### src/rtl/prescalador_multicanal.sv
// rtl/prescalador_multicanal.sv - multichannel programmable tick/square-wave prescaler
module prescalador_multicanal #(
    parameter int CHANNELS    = 4,
    parameter int WIDTH       = 20,
    parameter int DEFAULT_LIM = 416666,
    localparam int CH_W       = (CHANNELS > 1) ? $clog2(CHANNELS) : 1
) (
    input  logic                i_clk,
    input  logic                i_reset,
    input  logic                i_sync,
    input  logic [CHANNELS-1:0] i_ch_en,
    input  logic                i_wr,
    input  logic [CH_W-1:0]     i_wr_ch,
    input  logic [WIDTH-1:0]    i_wr_lim,
    input  logic                i_wr_mode,
    output logic [CHANNELS-1:0] o_tick,
    output logic [CHANNELS-1:0] o_wave,
    output logic [CHANNELS-1:0] o_armed
);

    localparam logic [WIDTH-1:0] LIM_RST = WIDTH'(DEFAULT_LIM);

    logic [WIDTH-1:0]    cnt        [CHANNELS];
    logic [WIDTH-1:0]    active_lim [CHANNELS];
    logic [WIDTH-1:0]    shadow_lim [CHANNELS];
    logic [CHANNELS-1:0] mode;

    logic [CHANNELS-1:0] run;
    logic [CHANNELS-1:0] term;
    logic [CHANNELS-1:0] hit;

    // Per-channel run/terminal/write-select decode; an out-of-range i_wr_ch matches no channel
    always_comb begin
        run  = '0;
        term = '0;
        hit  = '0;
        for (int c = 0; c < CHANNELS; c++) begin
            run[c]  = i_ch_en[c] & o_armed[c];
            term[c] = run[c] && (cnt[c] == active_lim[c]);
            hit[c]  = i_wr && (32'(i_wr_ch) == c);
        end
    end

    // Counter, limit, mode and output registers for every channel
    always_ff @(posedge i_clk) begin
        if (i_reset) begin
            for (int c = 0; c < CHANNELS; c++) begin
                cnt[c]        <= '0;
                active_lim[c] <= LIM_RST;
                shadow_lim[c] <= LIM_RST;
            end
            mode    <= '0;
            o_tick  <= '0;
            o_wave  <= '0;
            o_armed <= '1;
        end else begin
            for (int c = 0; c < CHANNELS; c++) begin
                // Configuration always lands in the shadow copy, even during a restart
                if (hit[c]) begin
                    shadow_lim[c] <= i_wr_lim;
                    mode[c]       <= i_wr_mode;
                end

                if (i_sync) begin
                    // Restart begins a fresh period, so a coincident write can take effect at once
                    cnt[c]     <= '0;
                    o_tick[c]  <= 1'b0;
                    o_wave[c]  <= 1'b0;
                    o_armed[c] <= 1'b1;
                    if (hit[c]) begin
                        active_lim[c] <= i_wr_lim;
                    end
                end else if (term[c]) begin
                    // End of period: a same-cycle write is forwarded so the stale shadow is never used
                    cnt[c]        <= '0;
                    o_tick[c]     <= 1'b1;
                    o_wave[c]     <= ~o_wave[c];
                    active_lim[c] <= hit[c] ? i_wr_lim : shadow_lim[c];
                    o_armed[c]    <= ~(hit[c] ? i_wr_mode : mode[c]);
                end else begin
                    o_tick[c] <= 1'b0;
                    if (run[c]) begin
                        cnt[c] <= cnt[c] + WIDTH'(1);
                    end else if (hit[c]) begin
                        // Idle channel: no period in progress, so apply the new limit and restart
                        active_lim[c] <= i_wr_lim;
                        cnt[c]        <= '0;
                        o_armed[c]    <= 1'b1;
                    end
                end
            end
        end
    end

endmodule

### config.mk
export PLATFORM = sky130hd
export DESIGN_NAME = prescalador_multicanal
export DESIGN_NICKNAME = d
export VERILOG_FILES = /design/src/rtl/prescalador_multicanal.sv
export SDC_FILE = /design/constraint.sdc
export NUM_CORES = 1
export LEC_CHECK = 0
export ABC_AREA = 0
export CAP_MARGIN = 20
export CORE_MARGIN = 2
export CORE_UTILIZATION = 31
export DETAILED_ROUTE_END_ITERATION = 12
export PLACE_DENSITY = 0.44
export SETUP_SLACK_MARGIN = 0.4
export SLEW_MARGIN = 25
export SYNTH_ARGS = -nofsm -noshare
export SYNTH_HDL_FRONTEND = slang
export SYNTH_SLANG_ARGS = --single-unit
### constraint.sdc
create_clock -name i_clk -period 6.3 [get_ports i_clk]
set_clock_uncertainty 0.1 [all_clocks]
set_input_delay 1.26 -clock i_clk [delete_from_list [all_inputs] [get_ports i_clk]]
set_output_delay 1.26 -clock i_clk [all_outputs]
set_load 0.02 [all_outputs]
==> reports/qor.yml, run 1 <==
status: "finished clean"
critPathLaunch: "i_sync"
tightest_slew_ns: 1.023
cts-root-buf: "clkbuf_16"
swShare_pct: 23.57
grt_remaining_overflow: 0
p_leak_nw: 4.835
power.density_nw_per_um2: 262.1
yosysWarnings: 0
route.met3.wl_mm: 1.449
cts_tree: "built"
required_ns: 6.47
critPathKind: "primary input to register"
vias: 8846
die_h_um: 209.7
yosysUniqueCellTypes: 51
io_pins: 43
syn_area_per_cell_um2: 11.22
drcViolationCount: 0
cts_max_path_buffers: 3
insertion_delay_ns: 0.57
final_max_slew_viol_count: 0
async_flop_share_pct: 0
die_w_um: 209.7
internal_power_mw: 2.990
power_frac_clock_pct: 43.0
reg2reg_depth: 5
antenna_found_initial: 1
grt_pass1_wl_mm: 54.54
p_switching_mw: 0.9220
max_clock_freq_ghz: 0.2491
cpPeakStageDelay_ns: 0.75
drive_gt1_share_pct: 7.583
relSlewSlack_pct: 31.79
hold_viol_final: 0
top_layer_used: "met4"
cts_resized: 0
reg2reg_from: "cnt[0][6]"
grt_pass1_vias: 8751
critPathCaptureType: "register"
r2r_end: "active_lim[0][4]"
pwr-share-seq_pct: 51.2
synth_area_um2: 13110
fin_total_pwr_mw: 3.912
cts.clk_slew.worst_paths_ns: 0.06
cp-start-kind: "primary input"
power_frac_comb_pct: 5.8
wire_per_inst_um: 20.02
wl_met2_mm: 15.24
areaGrowthSynthToFinish_pct: 13.81
synth.net_count: 1204
wirelength_mm: 34.86
crit_path_end: "active_lim[2][13]"
rsz0062_at_grt: "false"
gp_congestion: 0.7621
met1_length_mm: 17.34
peakVddDrop_uv: 209.1
drt_pass1_iterations: 5
row_count: 75
finalSetupViolCount: 0
numCtsBuffers: 31
ant_nets: 0
min_period_over_period_pct: 63.73
die_area_um2: 43960
setup_tns_ns: 0
cts_max_level: 1
path_buf_inv: 1
hold_class: "register to register"
yosysSeqAreaShare_pct: 57.40
clock_sink_count: 256
post-cts-setup-buffers: 0
hpwlAfterDp_mm: 22.83
cp_top_family: "simple AND/OR/NAND/NOR gates"
synth_edf_count: 240
final_nets: 1211
grt_start_max_net_pins: 55
netlist_instances: 1169
synth_seq_cells: 256
start_util_pct: 31.33
via_per_inst: 5.081
max_cap_viol_count: 0
cpMaxStageDelayCell: "nand4_1"
layout_min_cycle_time_ns: 4.015
numPortBuffers: 42
r2r_slack_ns: 2.62
core-area_um2: 41850
crit_arrival_ns: 4.18
grt_usage_pct: 16.08
drtIter0Drc: 577
cts.hold.buffers_added: 0
crit_cells: 6
cp_cell_sequence: "clkdlybuf4s50_1 > or2_1 > nor2_1 > nand4_1 > o21ai_0 > a211oi_1"
critPathMaxFanout: 20
ys.flop_type: "edfxtp_1"
==> power by group through the flow <==
| stage | clock, mW | sequential, mW | combinational, mW |
|---|---|---|---|
| after global placement | 0 | 2.04 | 0.227 |
| after floorplan | 0 | 2.02 | 0.139 |
| after CTS | 1.72 | 2.01 | 0.231 |
| after detailed placement | 0 | 2.04 | 0.230 |
| final | 1.68 | 2.00 | 0.226 |
| after global routing | 1.79 | 2.01 | 0.252 |
==> worst register-to-register path, stage by stage, from the launching register on <==
cell and delay [ns]:
edfxtp_1 0.49, xor2_1 0.20, nor4_1 0.55, and2_1 0.70
nand3_1 0.48, nand3_1 0.79
==> metal layers <==
metal | GRT usage [%] | vias up
met2 | 24.08 | 172
met3 | 2.484 | 43
met5 | 0 | -
li1 | - | 4325
met1 | 24.23 | 4306
met4 | 4.035 | 0
==> kinds of logic (layout without fill, tap and decap cells) <==
| family | Yosys count | count (layout) | share of synthesized area [%] |
|---|---|---|---|
| AOI/OAI and AO/OA | 169 | 169 | 8.339 |
| and+or+nand+nor | 487 | 487 | 20.35 |
| DFF | 256 | 256 | 57.40 |
| buffers and inverters | 99 | 130 | 3.206 |
| xor gates and xnor gates | 150 | 150 | 10.02 |
| muxes | 4 | 4 | 0.3053 |
| adders and majority gates | 4 | 4 | 0.3817 |
| other | 0 | 2 | 0 |
==> cell usage in the layout, fill, tap and decap left out, types with 27 or more instances in the layout <==
cell,count
o21ai_0,53
nand3_1,68
or3_1,27
edfxtp_1,240
clkbuf_16,31
clkdlybuf4s50_1,41
nor2_1,127
and3_1,29
nand4_1,55
xnor2_1,32
xor2_1,118
nand2_1,53
==> sequential cells by signal (all words and copies together) (netlist names) <==
signal	count
cnt	80
shadow_lim	80
o_armed	4
o_tick	4
o_wave	4
active_lim	80
mode	4
==> synthesized netlist by cell type, drive strengths merged (5+ instances only) <==
master	number	area (µm²)
a211oi	20	170.2
a21o	9	67.56
a21oi	13	65.06
a22oi	9	67.56
a31oi	11	68.82
and2	24	150.1
and3	29	181.4
and4	10	87.58
buf	25	142.6
clkbuf	52	195.2
dfxtp	16	320.3
edfxtp	240	7207
inv	22	82.58
nand2	53	198.9
nand2b	23	143.9
nand3	74	385.4
nand4	55	344.1
nor2	127	476.7
nor3	21	131.4
nor4	27	267.8
o211ai	11	82.58
o21a	13	97.59
o21ai	66	330.3
o31ai	5	37.54
o32ai	9	78.83
or2	6	37.54
or3	28	180.2
xnor2	32	280.3
xor2	118	1033
==> worst min path at each step <==
| stage | startpoint | end | slack, ns | cells after the start |
|---|---|---|---|---|
| final | mode[3] | mode[3] | 0.37 | 2 |
| after global routing | mode[3] | mode[3] | 0.39 | 2 |
| after CTS | mode[3] | mode[3] | 0.37 | 2 |
| after detailed placement | mode[3] | mode[3] | 0.36 | 2 |
| after global placement | mode[3] | mode[3] | 0.35 | 2 |
| after floorplan | mode[3] | mode[3] | 0.34 | 2 |
==> final cells by class <==
cell class,instances,area (µm²)
Antenna cell,2,5.005
Timing Repair Buffer,51,486.7
Fill cell,4192,26930
Clock buffer,34,787.0
Sequential cell,256,7527
Inverter,22,82.58
Clock inverter,23,155.1
Multi-Input combinational cell,814,5206
Tap cell,539,674.4
==> stage by stage <==
| step | worst slack [ns] | instances | utilization [%] | area [µm²] | hold WS (ns) |
|---|---|---|---|---|---|
| after global placement | 1.792 | 1681 | 33.33 | 13950 | 0.3523 |
| after CTS | 2.300 | 1739 | 35.65 | 14920 | 0.3676 |
| after detailed placement | 1.694 | 1682 | 33.40 | 13980 | 0.3591 |
| final | 2.285 | 1741 | 35.66 | 14920 | 0.3651 |
| after global routing | 2.012 | 1739 | 35.65 | 14920 | 0.3900 |
| after floorplan | 2.924 | 1169 | - | 13110 | 0.3394 |
Note: power is estimated with default switching activity, not from simulation.
==> run 2: changes to the inputs <==
==> constraint.sdc (replaced) <==
create_clock -name i_clk -period 4 [get_ports i_clk]
set_clock_uncertainty 0.1 [all_clocks]
set_input_delay 0.8 -clock i_clk [delete_from_list [all_inputs] [get_ports i_clk]]
set_output_delay 0.8 -clock i_clk [all_outputs]
set_load 0.02 [all_outputs]
==> run 2 against run 1 <==
Net effect: total power up 55%; highest routed layer unchanged; clock-buffer cell count is 15 higher; register-to-register slack got worse by 1.6 ns.
==> reports/qor.yml, run 2 (synthesized netlist as in run 1, its figures left out) <==
min_period_over_period_pct: 74.63
power_frac_comb_pct: 6.2  # was 5.8%
ant_nets: 0  # unchanged
status: "finished clean"  # unchanged
grt_usage_pct: 16.11  # was 16.08%
reg2reg_from: "cnt[0][6]"  # unchanged
grt_remaining_overflow: 0  # unchanged
setup_tns_ns: 0  # unchanged
hold_depth: 2  # unchanged
p_leak_nw: 4.912  # was 4.835 nW
cts_tree: "built"  # unchanged
cts_resized: 0  # unchanged
cts.clk_slew.worst_paths_ns: 0.06  # about the same
relSlewSlack_pct: 41.06  # was 31.79%
dpl-instance-area_um2: 14140  # was 13980 µm²
finalSetupViolCount: 0  # unchanged
cp-start-kind: "register"  # was primary input
post-cts-setup-buffers: 0  # unchanged
vias: 8973  # was 8846
clock_sink_count: 256  # unchanged
design_area_um2: 15030  # was 14920 µm²
cpMaxStageDelayCell: "nor4_1"  # was nand4_1
fin_hold_ws_ns: 0.3663  # was 0.3651 ns
hold_end: "mode[3]"  # unchanged
reg2reg_depth: 5  # unchanged
swShare_pct: 23.95  # was 23.57%
core-area_um2: 41850  # unchanged
max_cap_viol_count: 0  # unchanged
wirelength_mm: 35.01  # was 34.86 mm
hpwlAfterDp_mm: 23.46  # was 22.83 mm
cts_max_level: 1  # unchanged
areaGrowthSynthToFinish_pct: 14.59  # was 13.81%
cpPeakStageDelay_ns: 0.72  # was 0.75 ns
rsz0062_at_grt: "false"  # unchanged
drcViolationCount: 0  # unchanged
power.density_nw_per_um2: 402.5  # was 262.1 nW/µm²
gp_congestion: 0.7399  # was 0.7621
crit_arrival_ns: 3.15  # was 4.18 ns
internal_power_mw: 4.600  # was 2.990 mW
pwr-share-seq_pct: 52.1  # was 51.2%
antenna_found_initial: 4  # was 1
numPortBuffers: 42  # unchanged
numCtsBuffers: 30  # was 31
hold_class: "register to register"  # unchanged
cts-root-buf: "clkbuf_16"  # unchanged
die_area_um2: 43960  # unchanged
r2r_end: "active_lim[0][13]"  # was active_lim[0][4]
hold_viol_final: 0  # unchanged
peakVddDrop_uv: 297.1  # was 209.1 µV
required_ns: 4.17  # was 6.47 ns
via_per_inst: 5.069  # was 5.081
cts.hold.buffers_added: 0  # unchanged
drive_gt1_share_pct: 8.408  # was 7.583%
worstHoldStart: "mode[3]"  # unchanged
cts_max_path_buffers: 3  # unchanged
final_nets: 1237  # was 1211
drt_pass1_iterations: 4  # was 5
mostFrequentLayoutCell: "edfxtp_1"  # unchanged
insertion_delay_ns: 0.59  # was 0.57 ns
row_count: 75  # unchanged
wire_per_inst_um: 19.78  # was 20.02 µm
tightest_slew_ns: 0.8820  # was 1.023 ns
critPathMaxFanout: 20  # unchanged
drtIter0Drc: 661  # was 577
fin_total_pwr_mw: 6.048  # was 3.912 mW
die_h_um: 209.7  # unchanged
critPathKind: "register to register"  # was primary input to register
cp_cell_sequence: "xor2_1 > nor4_1 > nand3_1 > o21ai_0 > a22oi_1"  # was clkdlybuf4s50_1 > or2_1 > nor2_1 > nand4_1 > o21ai_0 > a211oi_1
die_w_um: 209.7  # unchanged
cp_top_family: "simple AND/OR/NAND/NOR gates"  # unchanged
path_buf_inv: 0  # was 1
critPathCaptureType: "register"  # unchanged
grt_start_max_net_pins: 29  # was 55
layout_min_cycle_time_ns: 2.985
p_switching_mw: 1.448  # was 0.9220 mW
mostFrequentLayoutCells: "edfxtp_1 (240), nor2_1 (127), xor2_1 (118), nand3_1 (71), nand4_1 (55)"  # was edfxtp_1 (240), nor2_1 (127), xor2_1 (118), nand3_1 (68), nand4_1 (55)
grt_pass1_wl_mm: 54.45  # was 54.54 mm
final_max_slew_viol_count: 0  # unchanged
power_frac_clock_pct: 41.7  # was 43.0%
grt_pass1_vias: 8883  # was 8751
io_pins: 43  # unchanged
top_regs: "active_lim: 80 flops, cnt: 80 flops, shadow_lim: 80 flops"  # unchanged
max_clock_freq_ghz: 0.3350
r2r_slack_ns: 1.01  # was 2.62 ns
start_util_pct: 31.33  # unchanged
## run 2: cell count changes in the layout (fill, tap and decap cells not counted), sizes merged
cell / delta
diode: +4
buf: +27
clkinv: -13
clkinvlp: -2
clkbuf: +15
bufinv: -2
## run 2: power groups by stage
stage               clock [mW]  combinational (mW)  sequential [mW]
floorplan                    0               0.218             3.18
global placement             0               0.376             3.21
detailed placement           0               0.378             3.21
CTS                       2.57               0.380             3.16
global route              2.67               0.414             3.17
finish                    2.52               0.374             3.15
## run 2: layout make-up
| type | count | area, µm² |
|---|---|---|
| Clock inverter | 6 | 38.79 |
| Clock buffer | 49 | 832.0 |
| Multi-Input combinational cell | 814 | 5171 |
| Tap cell | 539 | 674.4 |
| Antenna cell | 6 | 15.01 |
| Timing Repair Buffer | 78 | 685.7 |
| Fill cell | 4156 | 26830 |
| Inverter | 22 | 82.58 |
| Sequential cell | 256 | 7527 |
## run 2: worst max-delay path by stage
stage / start / endpoint / slack (ns) / cells after the start
after CTS: cnt[0][6] / active_lim[0][2] / 0.98 / 5
after global routing: cnt[0][10] / active_lim[0][9] / 0.75 / 7
final: cnt[0][6] / active_lim[0][13] / 1.01 / 5
after detailed placement: i_sync / active_lim[2][15] / 0.50 / 6
after global placement: i_sync / active_lim[2][15] / 0.57 / 6
after floorplan: i_sync / active_lim[0][0] / 1.08 / 8
## run 2: worst register-to-register path: stages, from the launching register on
cell	delay, ns
edfxtp_1	0.48
xor2_1	0.20
nor4_1	0.72
nand3_1	0.72
o21ai_0	0.39
a22oi_1	0.10
## run 2: layer usage
metal | global-route usage [%] | share of wire, % | vias up
li1 | - | - | 4382
met1 | 23.62 | 49 | 4346
met2 | 24.99 | 44 | 200
met3 | 2.245 | 4.4 | 45
met4 | 4.280 | 2.3 | 0
met5 | 0 | 0 | -
## run 2: stage by stage
stage,worst slack (ns),utilization (%),instances
6_report,1.015,35.90,1770
5_1_grt,0.7452,35.87,1764
4_1_cts,0.9828,35.87,1764
3_5_place_dp,0.5014,33.79,1709
3_3_place_gp,0.5667,33.79,1709
2_1_floorplan,1.084,-,1169
